`config.mk`:
```
export PLATFORM = sky130hd
export DESIGN_NAME = nonce_tracker
export DESIGN_NICKNAME = d
export VERILOG_FILES = /design/src/rtl/shapool_pkg.sv /design/src/rtl/lowest_one_encoder.sv /design/src/rtl/nonce_tracker.sv
export SDC_FILE = /design/constraint.sdc
export NUM_CORES = 1
export LEC_CHECK = 0
export CELL_PAD_IN_SITES_DETAIL_PLACEMENT = 1
export CELL_PAD_IN_SITES_GLOBAL_PLACEMENT = 1
export CORE_AREA = 8 8 108 110
export CTS_CLUSTER_SIZE = 24
export DETAILED_ROUTE_END_ITERATION = 10
export DIE_AREA = 0 0 116 118
export PLACE_DENSITY = 0.85
export SLEW_MARGIN = 20
export SYNTH_ARGS = -nofsm -noshare
export SYNTH_HDL_FRONTEND = slang
export SYNTH_SLANG_ARGS = --single-unit
```
`constraint.sdc`:
```
create_clock -name clk -period 5.6 [get_ports clk]
set_clock_uncertainty 0.05 [all_clocks]
set_input_delay 0.56 -clock clk [delete_from_list [all_inputs] [get_ports clk]]
set_output_delay 0.56 -clock clk [all_outputs]
set_load 0.01 [all_outputs]
```
`src/rtl/shapool_pkg.sv`:
```
// -----------------------------------------------------------------------------
// shapool_pkg
// Definitions shared by the hashing core pool, the nonce tracker and the host
// IO block: pool/nonce size defaults and the nonce tracker state encoding.
// No ports (package).
// -----------------------------------------------------------------------------
package shapool_pkg;

  // Defaults reused by the pool and IO blocks.
  localparam int POOL_SIZE_LOG2_DEF = 2;
  localparam int NONCE_WIDTH_DEF    = 32;

  // Nonce tracker state encoding.
  localparam logic [1:0] STATE_IDLE      = 2'b00;
  localparam logic [1:0] STATE_RUN       = 2'b01;
  localparam logic [1:0] STATE_FOUND     = 2'b10;
  localparam logic [1:0] STATE_EXHAUSTED = 2'b11;

  typedef enum logic [1:0] {
    IDLE      = STATE_IDLE,
    RUN       = STATE_RUN,
    FOUND     = STATE_FOUND,
    EXHAUSTED = STATE_EXHAUSTED
  } tracker_state_e;

endpackage : shapool_pkg

```
`src/rtl/lowest_one_encoder.sv`:
```
// -----------------------------------------------------------------------------
// lowest_one_encoder
// Combinational priority encoder: reports the index of the lowest set bit of
// a POOL_SIZE-wide vector, so the lowest-numbered core wins a multi-hit round.
// Ports:
//   bits  in   POOL_SIZE       request vector (per-core hit flags)
//   idx   out  POOL_SIZE_LOG2  index of the lowest set bit (0 when none set)
//   any   out  1               at least one bit set
// -----------------------------------------------------------------------------
module lowest_one_encoder #(
  parameter  int POOL_SIZE_LOG2 = 2,
  localparam int POOL_SIZE      = 2 ** POOL_SIZE_LOG2
) (
  input  logic [POOL_SIZE-1:0]      bits,
  output logic [POOL_SIZE_LOG2-1:0] idx,
  output logic                      any
);

  // NOTE: every output of a combinational block gets a default before any
  // conditional assignment; a path that leaves it unassigned infers a latch.
  always_comb begin
    idx = '0;
    any = |bits;
    // Scan from the top down so the last match, the lowest set bit, wins.
    for (int i = POOL_SIZE - 1; i >= 0; i--) begin
      if (bits[i]) begin
        idx = POOL_SIZE_LOG2'(i);
      end
    end
  end

endmodule : lowest_one_encoder

```
`src/rtl/nonce_tracker.sv`:
```
// -----------------------------------------------------------------------------
// nonce_tracker
// Drives the shared per-round nonce to the hashing core pool, detects round
// completion and reports the exact winning 32-bit nonce {core_idx, core_nonce}
// so the host needs no nonce-1 correction and no search over the top bits.
//
// Ports:
//   clk           in   1             core clock
//   reset_n       in   1             synchronous active-low reset
//   start         in   1             pulse: begin search from nonce_base
//   clear         in   1             pulse: return to IDLE from any state
//   nonce_base    in   CTR_WIDTH     first shared nonce, sampled on start
//   round_done    in   1             pulse: cores finished hashing core_nonce
//   core_success  in   POOL_SIZE     per-core hit flags, valid with round_done
//   core_nonce    out  CTR_WIDTH     shared nonce currently hashed
//   busy          out  1             high in RUN
//   result_valid  out  1             high in FOUND
//   result_nonce  out  NONCE_WIDTH   winning nonce, stable while result_valid
//   exhausted     out  1             high in EXHAUSTED
//   rounds        out  CTR_WIDTH+1   accepted rounds since start
//                                    (only with NONCE_TRACKER_ROUND_COUNT_EN)
//
// Optional feature macro: NONCE_TRACKER_ROUND_COUNT_EN adds the rounds counter.
// -----------------------------------------------------------------------------
module nonce_tracker
  import shapool_pkg::*;
#(
  parameter  int POOL_SIZE_LOG2 = POOL_SIZE_LOG2_DEF,
  parameter  int NONCE_WIDTH    = NONCE_WIDTH_DEF,
  localparam int POOL_SIZE      = 2 ** POOL_SIZE_LOG2,
  localparam int CTR_WIDTH      = NONCE_WIDTH - POOL_SIZE_LOG2
) (
  input  logic                   clk,
  input  logic                   reset_n,
  input  logic                   start,
  input  logic                   clear,
  input  logic [CTR_WIDTH-1:0]   nonce_base,
  input  logic                   round_done,
  input  logic [POOL_SIZE-1:0]   core_success,
  output logic [CTR_WIDTH-1:0]   core_nonce,
  output logic                   busy,
  output logic                   result_valid,
  output logic [NONCE_WIDTH-1:0] result_nonce,
  output logic                   exhausted
`ifdef NONCE_TRACKER_ROUND_COUNT_EN
  ,
  output logic [CTR_WIDTH:0]     rounds
`endif
);

  tracker_state_e             state_q, state_d;
  logic [CTR_WIDTH-1:0]       core_nonce_q, core_nonce_d;
  logic [NONCE_WIDTH-1:0]     result_nonce_q, result_nonce_d;
  logic                       busy_q, busy_d;
  logic                       result_valid_q, result_valid_d;
  logic                       exhausted_q, exhausted_d;
`ifdef NONCE_TRACKER_ROUND_COUNT_EN
  // One bit wider than the counter: a search from 0 to all-ones takes
  // 2**CTR_WIDTH rounds, which still fits.
  logic [CTR_WIDTH:0]         rounds_q, rounds_d;
`endif

  logic [POOL_SIZE_LOG2-1:0]  hit_idx;
  logic                       hit_any;

  lowest_one_encoder #(
    .POOL_SIZE_LOG2 (POOL_SIZE_LOG2)
  ) u_hit_enc (
    .bits (core_success),
    .idx  (hit_idx),
    .any  (hit_any)
  );

  // Next state. Priority: clear > start > round_done (reset handled in the
  // register block and overrides everything).
  always_comb begin
    state_d        = state_q;
    core_nonce_d   = core_nonce_q;
    result_nonce_d = result_nonce_q;
`ifdef NONCE_TRACKER_ROUND_COUNT_EN
    rounds_d       = rounds_q;
`endif

    if (clear) begin
      state_d        = IDLE;
      core_nonce_d   = '0;
      result_nonce_d = '0;
`ifdef NONCE_TRACKER_ROUND_COUNT_EN
      rounds_d       = '0;
`endif
    end else begin
      unique case (state_q)
        IDLE: begin
          if (start) begin
            state_d      = RUN;
            core_nonce_d = nonce_base;
`ifdef NONCE_TRACKER_ROUND_COUNT_EN
            rounds_d     = '0;
`endif
          end
        end

        RUN: begin
          if (round_done) begin
`ifdef NONCE_TRACKER_ROUND_COUNT_EN
            rounds_d = rounds_q + 1'b1;
`endif
            // A hit is checked first so a hit on the all-ones nonce reports
            // FOUND rather than EXHAUSTED. core_nonce is the nonce the cores
            // just hashed, so it is reported unmodified.
            if (hit_any) begin
              state_d        = FOUND;
              result_nonce_d = {hit_idx, core_nonce_q};
            end else if (core_nonce_q == '1) begin
              state_d = EXHAUSTED;
            end else begin
              core_nonce_d = core_nonce_q + 1'b1;
            end
          end
        end

        // FOUND and EXHAUSTED are terminal: everything holds until clear.
        default: ;
      endcase
    end

    // Status flags are decoded from the next state and registered, so they
    // change on the same edge as the state and are mutually exclusive.
    busy_d         = (state_d == RUN);
    result_valid_d = (state_d == FOUND);
    exhausted_d    = (state_d == EXHAUSTED);
  end

  // NOTE: sequential state uses non-blocking assignments so every register
  // samples its pre-edge inputs regardless of statement order.
  always_ff @(posedge clk) begin
    if (!reset_n) begin
      state_q        <= IDLE;
      core_nonce_q   <= '0;
      result_nonce_q <= '0;
      busy_q         <= 1'b0;
      result_valid_q <= 1'b0;
      exhausted_q    <= 1'b0;
`ifdef NONCE_TRACKER_ROUND_COUNT_EN
      rounds_q       <= '0;
`endif
    end else begin
      state_q        <= state_d;
      core_nonce_q   <= core_nonce_d;
      result_nonce_q <= result_nonce_d;
      busy_q         <= busy_d;
      result_valid_q <= result_valid_d;
      exhausted_q    <= exhausted_d;
`ifdef NONCE_TRACKER_ROUND_COUNT_EN
      rounds_q       <= rounds_d;
`endif
    end
  end

  assign core_nonce   = core_nonce_q;
  assign result_nonce = result_nonce_q;
  assign busy         = busy_q;
  assign result_valid = result_valid_q;
  assign exhausted    = exhausted_q;
`ifdef NONCE_TRACKER_ROUND_COUNT_EN
  assign rounds       = rounds_q;
`endif

endmodule : nonce_tracker

```
After elaboration in Yosys (flattened, before gate mapping)
Cells that the tools add are included.

storage, ports and cells
  bits in registers = 67
  bits of input ports = 39
  output and inout bits = 65
  logic and storage cells = 38

operators by class
  $add $sub $neg = 1
  equality and inequality tests = 9
  muxes and demuxes = 15
  bitwise gates (word level) = 1
  reduce and logical (&&, ||, !) cells = 6

operator list
  kind                                                                    number
  30-bit two-way mux                                                      4
  30-bit case mux with 2 select lines                                     1
  30-bit by 1-bit adder with 30-bit output (second input constant)        1
  30-bit equality test (second input constant)                            1
  2-bit two-way mux                                                       9
  2-bit != test (second input constant)                                   4
  5-bit AND reduction                                                     1
  2-bit by 1-bit equality test with 1-bit output (second input constant)  2
  2-bit equality test (second input constant)                             2
  2-bit case mux with 2 select lines                                      1
  4-bit OR reduction                                                      1
  3-bit AND reduction                                                     1
  2-bit logical NOT                                                       1
  2-bit nonzero test                                                      1
  2-bit OR reduction                                                      1
  1-bit NOT                                                               1

Depth between registers and ports, before layout
Gate-level depths: netlist (run 1).

  word-level depth = 7
  mapped depth = 8
  gate-level depth less buffers = 6

Cells and area by module
Synthesis (run 1) repeated with hierarchy kept, for this count alone.

unflattened totals
  cells, all modules = 446
  area, all modules = 3352.0 µm²

modules (own cells, without submodules)
  module              times used  cells an instance  area an instance (µm²)  seq. area each (µm²)
  nonce_tracker       1           439                3316.9                  1341.3
  lowest_one_encoder  1           7                  35.0                    0.0

Least setup slack after synthesis (run 1)
No wires, ideal clock.

  path type = flip-flop to flip-flop
  start point = register core_nonce_q[1], in the netlist core_nonce[1]
  end point = register core_nonce_q[28], in the netlist core_nonce[28]
  library setup time = 119 ps
  data arrival time = 1864 ps
  required time = 5431 ps
  path slack = 3567 ps
  stages on the path, launching flop included = 8
  buffers on the path = 1
  clock period less this slack = 2033 ps
  cell sequence = dfxtp_1 ha_1 nand4_1 or3_1 buf_2 nor3_4 a41oi_1 o221a_2

on the way
  word-level cells in the longest chain between the ends = 5
  elaborated cells on any way between the ends = 8
  those cells by class = add/sub (1); eq/ne (2); mux (4); reduce/logical (1)

ends and longest elaborated chain
  element                                   line                  source
  start, declared                           nonce_tracker.sv:52   logic [CTR_WIDTH-1:0] core_nonce_q, core_nonce_d;
  start signal, assigned                    nonce_tracker.sv:149  core_nonce_q <= core_nonce_d;
  30-bit by 1-bit adder with 30-bit output  nonce_tracker.sv:117  core_nonce_d = core_nonce_q + 1'b1;
  30-bit two-way mux                        nonce_tracker.sv:114  end else if (core_nonce_q == '1) begin
  30-bit two-way mux                        nonce_tracker.sv:111  if (hit_any) begin
  30-bit two-way mux                        nonce_tracker.sv:104  if (round_done) begin
  30-bit case mux with 2 select lines       nonce_tracker.sv:92   unique case (state_q)

Parallel ways exist; a longest one is shown, timed or not. The select of a mux whose other input is x is not followed.
A chain may end at the register's enable or synchronous reset.

Worst setup path in the final report (run 1)
  start point = register core_nonce_q[12], in the netlist core_nonce[12]
  end point = register core_nonce_q[22], in the netlist core_nonce[22]

Same word-level chain as after synthesis.

==> out/metrics.cfg, run 1 <==
[status]
status=complete, no violations

[critical_path]
crit_type=reg -> reg
required_ns=5.80
reg2reg_depth=5
startpoint_type=register
cp.arrival_ns=2.98
crit_start=core_nonce[12]$_SDFFE_PP0P_
cp_max_fo=32
r2r_end=core_nonce[22]$_SDFFE_PP0P_
r2r_setup_slack_ns=2.82
critical_path.endpoint_type=register
worstReg2RegStart=core_nonce[12]$_SDFFE_PP0P_

[yosys]
netlist_area_sq_um=3600
synth-compound-area-share_pct=27.9
synthMuxAreaShare_pct=0
synthAdderAreaFrac_pct=0.347
postSynthCellCount=448
synth_edf_count=0
synthFlopType=dfxtp_1
synth_top_family_by_area=simple AND/OR/NAND/NOR gates
ys_warn_count=0
netlist-cell-type-count=59
synthSimpleGateAreaFrac_pct=28.2
synth_area_per_cell_sq_um=8.05
synth_xor_xnor_area_share_pct=0
synth-seq-area-share_pct=37.2
synth_seq_cells=67
async_flop_share_pct=0
syn_nets=488

[detailed_routing]
drt-initial-drc-count=271
drt_wl_total_um=13400
post-route-drc-count=0
via_count=3907
drt-pass1-iter-count=4
vias_per_cell=5.86
wl_per_cell_um=20.1
ant_nets=0

[timing]
relSlewSlack_pct=38.0
finalHoldViolCount=0
finalSetupTns_ns=0
worstMarginPinSlew_ns=0.928
period_share_pct=49.6
finalSetupViolations=0
clock.fmax_mhz=360
final_max_slew_viol_count=0
rsz0062_at_grt=no
fin_crit_ns=2.78
whs_ns=0.409

[clock_tree]
cts.path.max_buffers=2
clk_latency_ns=0.36
cts_setup_buffers=0
hold_buffers=0
cts_tree=done
post_cts_resized=0
clkTransAtPathRegs_ns=0.08
htreeDepth=3
numCtsBuffers=9
cts.sink_count=67
root_buffer=clkbuf_8

[finish]
final_cell_mix=clkdlybuf4s50_1, nand2_1, dfxtp_1
n_antenna_cell=0
synthToLayoutAreaGrowth_pct=35.1
final_common_cell=clkdlybuf4s50_1
nets=566
fin_util_pct=48.7
fillCellCount=1221
drive_above_1_share_pct=9.23

[power_and_ir_drop]
leakagePower_nw=1.59
power.total_mw=1.12
peakVddDrop_uv=95.6
p_per_area_nw_per_um2=230

[worst_hold_path]
hold_path_class=reg -> reg
hold_end=result_nonce[7]$_SDFFE_PP0P_
holdPathStages=2
min_from=result_nonce[7]$_SDFFE_PP0P_

[global_routing]
grt_usage_pct=19.4
grt_max_degree=65
grt_pass1_vias=4033
grt.overflow.total=0
antenna_found_initial=0
grt_pass1_wl_um=21200

[floorplanning]
start_util_pct=36.0
die_width_um=116
boundaryPins=104
die_y_um=118
rows=37
core_area_sq_um=10000
die-area_sq_um=13700

[placement]
hpwl_um=9260
globalplace.congestion=0.874
io_buffers=103

[job]
max-cap-violations=0

[layout make-up]
cell class              instances  area, sq um  area share [%]
clock buffers                  12          155            3.19
clock inverters                 4         72.6            1.49
inverters                       4         15.0           0.308
multi-input cells             337         2050            42.2
flip-flops and latches         67         1340            27.6
well taps                     136          170            3.50
repair buffers                107         1060            21.8
[Yosys cell counts, types with 2 or more instances]
cell        n  area [sq um]
nand2_1    97           364
dfxtp_1    67          1340
a21oi_1    62           310
nor2_1     25          93.8
clkbuf_1   21          78.8
a31oi_1    13          81.3
nand3_1    12          60.1
a22oi_1    10          75.1
o32ai_1     9          78.8
buf_2       8          40.0
nand4_1     7          43.8
nor4_1      7          43.8
buf_1       5          18.8
nand2b_1    5          31.3
nor2b_1     5          31.3
nor3_1      5          25.0
o21ai_0     5          25.0
o221a_1     5          56.3
a2bb2oi_1   4          35.0
and3_1      4          25.0
inv_1       4          15.0
o22ai_1     4          25.0
a32oi_1     3          26.3
a41oi_1     3          26.3
and2_1      3          18.8
o211ai_1    3          22.5
o221a_2     3          33.8
o31a_1      3          26.3
o32ai_2     3          48.8
a311oi_1    2          17.5
and4_1      2          17.5
buf_12      2          40.0
buf_4       2          15.0
buf_6       2          22.5
nand3_2     2          20.0
nand4_4     2          42.5
nor3_2      2          20.0
nor3_4      2          32.5
nor4_2      2          25.0
o21ai_1     2          10.0
o31ai_1     2          15.0
or3_1       2          12.5
[where the power goes]
| group | internal [mW] | leakage, nW | switching [mW] |
|---|---|---|---|
| combinational | 0.0667 | 0.938 | 0.0739 |
| sequential | 0.485 | 0.542 | 0.0195 |
| clock | 0.275 | 0.113 | 0.198 |
[critical path, cell delays in order, from the launching register on]
cell and delay (ns):
dfxtp_1 0.64, nand4_4 0.24, nor4_4 0.71, a31o_4 0.53
a22oi_1 0.17, o31a_1 0.32
[logic make-up (layout without fill, tap and decap cells)]
| kind of cell | after synthesis | count (layout) |
|---|---|---|
| DFF | 67 | 67 |
| AOI/OAI and AO/OA | 143 | 143 |
| and+or+nand+nor | 193 | 193 |
| buffers and inverters | 44 | 127 |
| adders and majority gates | 1 | 1 |
[sequential cells by signal (all words and copies together), names as in the netlist]
| signal | cells |
|---|---|
| busy | 1 |
| core_nonce | 30 |
| exhausted | 1 |
| result_nonce | 32 |
| result_valid | 1 |
| state_q | 2 |
[worst max path at each step]
stage                                       end  cells past startpoint  slack (ns)
floorplan           core_nonce[28]$_SDFFE_PP0P_                      7        3.57
global placement                busy$_SDFF_PN0_                      5        2.85
detailed placement              busy$_SDFF_PN0_                      5        2.73
CTS                 core_nonce[22]$_SDFFE_PP0P_                      5        2.87
global route        core_nonce[22]$_SDFFE_PP0P_                      5        2.70
finish              core_nonce[22]$_SDFFE_PP0P_                      5        2.82
[metal layers]
layer  GRT usage, %  share of wire, %  up-vias
met5              0                 0        -
met1           23.5                41     1926
met2           32.0                50      144
li1               -                 -     1816
met4           7.70               1.6        0
met3           4.67               7.5       21
[through the flow]
| stage | instance area (sq um) | instances | setup WS [ns] |
|---|---|---|---|
| after floorplan | 3600 | 448 | 3.57 |
| after global placement | 4630 | 651 | 2.85 |
| after detailed placement | 4640 | 651 | 2.73 |
| after CTS | 4870 | 667 | 2.87 |
| after global routing | 4870 | 667 | 2.70 |
| final | 4870 | 667 | 2.82 |
Power figures use the tool's default switching activity.
==> run 2, diff against run 1 <==
--- a/config.mk
+++ b/config.mk
@@ -7,11 +7,11 @@
 export LEC_CHECK = 0
 export CELL_PAD_IN_SITES_DETAIL_PLACEMENT = 1
 export CELL_PAD_IN_SITES_GLOBAL_PLACEMENT = 1
-export CORE_AREA = 8 8 108 110
+export CORE_AREA = 8 8 111 113
 export CTS_CLUSTER_SIZE = 24
 export DETAILED_ROUTE_END_ITERATION = 10
-export DIE_AREA = 0 0 116 118
-export PLACE_DENSITY = 0.85
+export DIE_AREA = 0 0 119 121
+export PLACE_DENSITY = 0.81
 export SLEW_MARGIN = 20
 export SYNTH_ARGS = -nofsm -noshare
 export SYNTH_HDL_FRONTEND = slang
==> constraint.sdc (replaced) <==
create_clock -name clk -period 2.92 [get_ports clk]
set_clock_uncertainty 0.05 [all_clocks]
set_input_delay 0.292 -clock clk [delete_from_list [all_inputs] [get_ports clk]]
set_output_delay 0.292 -clock clk [all_outputs]
set_load 0.01 [all_outputs]
==> out/metrics.cfg, run 2 (synthesis gave the netlist of run 1 again) <==
[status]
status=complete, no violations

[finish]
largest_reg_flops=32  ; unchanged
nets=578  ; +2.1%
final_common_cell=clkdlybuf4s50_1
final_cell_mix=clkdlybuf4s50_1, nand2_1, dfxtp_1
fin_util_pct=46.3  ; -2.4 points
layoutNonFillerInstCount=681  ; +2.1%
n_antenna_cell=0  ; unchanged
fillCellCount=1271  ; +4.1%
drive_above_1_share_pct=10.9  ; +1.7 points
synthToLayoutAreaGrowth_pct=36.1

[clock_tree]
cts_tree=done
hold_buffers=0  ; unchanged
htreeDepth=3  ; unchanged
root_buffer=clkbuf_8
cts.path.max_buffers=2  ; unchanged
cts_setup_buffers=0  ; unchanged
cts.sink_count=67  ; unchanged
clkTransAtPathRegs_ns=0.07  ; about the same
post_cts_resized=0  ; unchanged
numCtsBuffers=9  ; unchanged
clk_latency_ns=0.35  ; about the same

[detailed_routing]
via_count=3889  ; -0.46%
drt_wl_total_um=13900  ; +3.1%
vias_per_cell=5.71  ; -2.5%
drt-initial-drc-count=377  ; +39%
post-route-drc-count=0  ; unchanged
wl_per_cell_um=20.4  ; +1.0%
drt-pass1-iter-count=4  ; unchanged
ant_nets=0  ; unchanged

[timing]
rsz0062_at_grt=no
clock.fmax_mhz=416  ; +16%
whs_ns=0.411  ; +0.00275 ns
final_max_slew_viol_count=0  ; unchanged
period_share_pct=82.4  ; +33 points
worstMarginPinSlew_ns=0.933  ; +0.00539 ns
fin_crit_ns=2.40  ; -0.373 ns
finalSetupTns_ns=0  ; unchanged
finalHoldViolCount=0  ; unchanged
relSlewSlack_pct=37.8  ; -0.23 points
finalSetupViolations=0  ; unchanged

[placement]
dp_cells=667  ; +2.5%
globalplace.congestion=0.909  ; +4.0%
hpwl_um=10000  ; +8.2%
io_buffers=103  ; unchanged

[critical_path]
startpoint_type=register
critical_path.endpoint_type=register
required_ns=3.11  ; -2.69 ns
cp.arrival_ns=2.60  ; -0.38 ns
crit_type=reg -> reg
reg2reg_depth=5  ; unchanged
cp_max_fo=32  ; unchanged

[global_routing]
grt_pass1_vias=4086  ; +1.3%
grt.overflow.total=0  ; unchanged
grt_pass1_wl_um=22300  ; +5.2%
grt_usage_pct=19.2  ; -0.21 points
grt_max_degree=34  ; -48%
antenna_found_initial=0  ; unchanged

[floorplanning]
die_width_um=119  ; +2.6%
boundaryPins=104  ; unchanged
die-area_sq_um=14400  ; +5.2%
rows=38  ; +2.7%
die_y_um=121  ; +2.5%
core_area_sq_um=10600  ; +6.0%
start_util_pct=34.0  ; -2.1 points

[worst_hold_path]
holdPathStages=2  ; unchanged
hold_path_class=reg -> reg

[power_and_ir_drop]
p_per_area_nw_per_um2=409  ; +78%
peakVddDrop_uv=223  ; +130%
leakagePower_nw=1.63  ; +2.3%

[job]
max-cap-violations=0  ; unchanged

[run 2: cell count changes in the layout (fill, tap and decap cells not counted), sizes merged]
cell and change:
buf +12, clkinvlp -1, clkbuf -1, bufinv -1
clkinv +1
[run 2: area by class of cell]
cell class,instances,area (sq um),share of cell area (%)
tap,140,175,3.57
clock buffer,11,141,2.88
inverter,4,15.0,0.306
multi-input combinational,337,2040,41.6
timing repair buffer,119,1150,23.5
sequential,67,1340,27.3
clock inverter,3,40.0,0.816
[run 2: worst max-delay path, stage by stage (launching register included)]
cell,delay (ns)
dfxtp_1,0.61
nand4_4,0.21
nor3_4,0.44
a31o_4,0.48
a22oi_1,0.15
o31a_1,0.34
[run 2: through the flow]
stage | cell area (sq um) | power, mW | setup WS (ns)
final | 4910 | 2.01 | 0.515
after global routing | 4910 | 2.08 | 0.321
after CTS | 4910 | 2.02 | 0.534
after detailed placement | 4730 | 1.27 | 0.495
after global placement | 4730 | 1.26 | 0.589
after floorplan | 3600 | 1.12 | 0.887
[run 2: routing by layer]
metal / global-route usage (%) / vias to the layer above / part of all wire (%)
met4: 6.09 / 0 / 1.3
met3: 5.26 / 10 / 7.2
met2: 31.6 / 142 / 49
met1: 23.9 / 1915 / 43
li1: - / 1822 / -
met5: 0 / - / 0
[run 2: worst paths after layout]
path / from / slack, ns / endpoint
max reg2reg: core_nonce[21]$_SDFFE_PP0P_ / 0.52 / core_nonce[22]$_SDFFE_PP0P_
min: result_nonce[12]$_SDFFE_PP0P_ / 0.41 / result_nonce[12]$_SDFFE_PP0P_
min reg2reg: result_nonce[12]$_SDFFE_PP0P_ / 0.41 / result_nonce[12]$_SDFFE_PP0P_
max: core_nonce[21]$_SDFFE_PP0P_ / 0.52 / core_nonce[22]$_SDFFE_PP0P_
[run 2: power by group]
group / switching (mW) / internal [mW] / total (mW) / leakage (nW)
combinational: 0.150 / 0.135 / 0.285 / 0.992
clock: 0.352 / 0.406 / 0.757 / 0.0950
sequential: 0.0327 / 0.931 / 0.964 / 0.542
total: 0.534 / 1.47 / 2.01 / 1.63
==> run 3, diff against run 2 <==
--- a/config.mk
+++ b/config.mk
@@ -7,11 +7,11 @@
 export LEC_CHECK = 0
 export CELL_PAD_IN_SITES_DETAIL_PLACEMENT = 1
 export CELL_PAD_IN_SITES_GLOBAL_PLACEMENT = 1
-export CORE_AREA = 8 8 111 113
+export CORE_AREA = 8 8 117 119
 export CTS_CLUSTER_SIZE = 24
 export DETAILED_ROUTE_END_ITERATION = 10
-export DIE_AREA = 0 0 119 121
-export PLACE_DENSITY = 0.81
+export DIE_AREA = 0 0 125 127
+export PLACE_DENSITY = 0.76
 export SLEW_MARGIN = 20
 export SYNTH_ARGS = -nofsm -noshare
 export SYNTH_HDL_FRONTEND = slang
==> constraint.sdc (replaced) <==
create_clock -name clk -period 2.2 [get_ports clk]
set_clock_uncertainty 0.05 [all_clocks]
set_input_delay 0.22 -clock clk [delete_from_list [all_inputs] [get_ports clk]]
set_output_delay 0.22 -clock clk [all_outputs]
set_load 0.01 [all_outputs]
==> out/metrics.cfg, run 3 (synthesis gave the netlist of run 1 again) <==
[detailed_routing]
drt-pass1-iter-count=5  ; +1
post-route-drc-count=0  ; unchanged
wl_per_cell_um=20.9  ; +2.8%
ant_nets=0  ; unchanged
drt-initial-drc-count=348  ; -7.7%
vias_per_cell=5.63  ; -1.4%
drt_wl_total_um=15500  ; +12%
via_count=4167  ; +7.1%

[critical_path]
cp_max_fo=5  ; -84%
critical_path.endpoint_type=register
startpoint_type=register
crit_type=reg -> reg
worstReg2RegStart=core_nonce[0]$_SDFFE_PP0P_
cp.arrival_ns=2.36  ; -0.24 ns
r2r_setup_slack_ns=0.04  ; -0.48 ns
reg2reg_depth=6  ; +1
r2r_end=core_nonce[21]$_SDFFE_PP0P_
crit_start=core_nonce[0]$_SDFFE_PP0P_
required_ns=2.40  ; -0.71 ns

[finish]
nets=628  ; +8.7%
n_antenna_cell=0  ; unchanged
final_common_cell=clkdlybuf4s50_1
layoutNonFillerInstCount=740  ; +8.7%
fin_util_pct=46.8  ; +0.54 points
synthToLayoutAreaGrowth_pct=53.4
fin_area_sq_um=5530  ; +13%
final_cell_mix=clkdlybuf4s50_1, nand2_1, dfxtp_1
largest_reg_flops=32  ; unchanged
drive_above_1_share_pct=19.6  ; +8.7 points

[worst_hold_path]
min_from=result_nonce[10]$_SDFFE_PP0P_
holdPathStages=2  ; unchanged
hold_path_class=reg -> reg
hold_end=result_nonce[10]$_SDFFE_PP0P_

[power_and_ir_drop]
peakVddDrop_uv=258  ; +16%
switching_share_pct=24.4  ; -2.2 points
clockPowerShare_pct=48.1  ; +10 points
p_sw_uw=810  ; +52%
p_per_area_nw_per_um2=600  ; +47%
power.internal_mw=2.51  ; +70%
leakagePower_nw=1.98  ; +21%
pwr-share-seq_pct=38.0  ; -10 points
p_comb_share_pct=13.8  ; -0.4 points

[global_routing]
antenna_found_initial=0  ; unchanged
grt_max_degree=33  ; -2.9%
globalRoute.busiestLayer=met2
use_met1_pct=22.7  ; -1.1 points
grt.met3_usage_pct=5.49  ; +0.23 points
grtUsageMet2_pct=31.4  ; -0.16 points
grt_pass1_vias=4401  ; +7.7%
grt.overflow.total=0  ; unchanged
grt_pass1_wl_um=24000  ; +7.7%
grt_usage_pct=18.9  ; -0.31 points

[placement]
globalplace.congestion=0.889  ; -2.2%
dp_cells=719  ; +7.8%
io_buffers=103  ; unchanged
pre_cts_slack_ns=-0.168  ; -0.663 ns
placed_area_sq_um=5120  ; +8.4%
hpwl_um=11200  ; +12%

[timing]
worstMarginPinSlew_ns=0.561  ; -0.373 ns
clock.fmax_mhz=463  ; +11%
relSlewSlack_pct=62.6  ; +25 points
period_share_pct=98.2  ; +16 points
setup_ws_ns=0.0399  ; -0.475 ns
final_max_slew_viol_count=0  ; unchanged
finalSetupViolations=0  ; unchanged
finalHoldViolCount=0  ; unchanged
fin_crit_ns=2.16  ; -0.245 ns

[job]
max-cap-violations=0  ; unchanged

[clock_tree]
cts.path.max_buffers=2  ; unchanged
clkTransAtPathRegs_ns=0.06  ; about the same
cts_tree=done
htreeDepth=3  ; unchanged
hold_buffers=0  ; unchanged
numCtsBuffers=9  ; unchanged
clk_latency_ns=0.34  ; about the same
cts.sink_count=67  ; unchanged
root_buffer=clkbuf_16

[floorplanning]
start_util_pct=30.5  ; -3.5 points
die_y_um=127  ; +5.0%
die_width_um=125  ; +5.0%
boundaryPins=104  ; unchanged
rows=40  ; +5.3%
die-area_sq_um=15900  ; +10%
core_area_sq_um=11800  ; +11%

[status]
status=complete, no violations

==> run 3: cell count changes in the layout (fill, tap and decap cells not counted), sizes merged <==
cell / delta
bufinv: +1
clkbuf: +1
buf: +49
clkinvlp: +1
clkinv: -1
a31o: +1
==> run 3: layer usage <==
layer | vias up | share of wire (%)
met5 | - | 0
li1 | 1934 | -
met4 | 0 | 2.3
met1 | 2041 | 44
met3 | 28 | 7.1
met2 | 164 | 47
==> run 3: area by class of cell <==
type | count | area, sq um
Sequential cell | 67 | 1340
Clock buffer | 12 | 256
Fill cell | 1412 | 6280
Timing Repair Buffer | 168 | 1580
Multi-Input combinational cell | 338 | 2080
Inverter | 4 | 15.0
Tap cell | 147 | 184
Clock inverter | 4 | 72.6
==> run 3: power by group through the flow <==
| stage | clock (mW) | sequential [mW] | combinational, mW |
|---|---|---|---|
| finish | 1.60 | 1.26 | 0.460 |
| global route | 1.67 | 1.26 | 0.488 |
| CTS | 1.62 | 1.26 | 0.444 |
| detailed placement | 0 | 1.29 | 0.440 |
| global placement | 0 | 1.29 | 0.427 |
| floorplan | 0 | 1.30 | 0.186 |
==> run 3: through the flow <==
stage | power, mW | hold slack, ns | setup TNS (ns)
2_1_floorplan | 1.49 | 0.290 | 0
3_3_place_gp | 1.71 | 0.394 | -0.0473
3_5_place_dp | 1.73 | 0.401 | -2.05
4_1_cts | 3.32 | 0.408 | 0
5_1_grt | 3.43 | 0.424 | -0.0393
6_report | 3.32 | 0.407 | 0
==> run 3: worst max path at each step <==
stage	slack (ns)	depth (start not counted)	endpoint
floorplan	0.17	7	core_nonce[28]$_SDFFE_PP0P_
global placement	-0.03	7	core_nonce[2]$_SDFFE_PP0P_
detailed placement	-0.17	7	core_nonce[2]$_SDFFE_PP0P_
CTS	0.02	7	core_nonce[6]$_SDFFE_PP0P_
global route	-0.04	6	core_nonce[21]$_SDFFE_PP0P_
finish	0.04	6	core_nonce[21]$_SDFFE_PP0P_
==> run 3: worst max-delay path: stages, from the launching register on <==
cell     delay, ns
dfxtp_1       0.37
buf_4         0.16
nand4_1       0.25
or4_4         0.56
o41ai_1       0.35
o21ai_1       0.13
o22ai_1       0.19
==> run 3: timing repair <==
item / in CTS / in global routing
setup buffers: 0 / 4
pin swaps: 1 / 3
endpoints found under the setup margin: 2 / 21
gates cloned: 1 / 0
gates resized for setup: 2 / 4
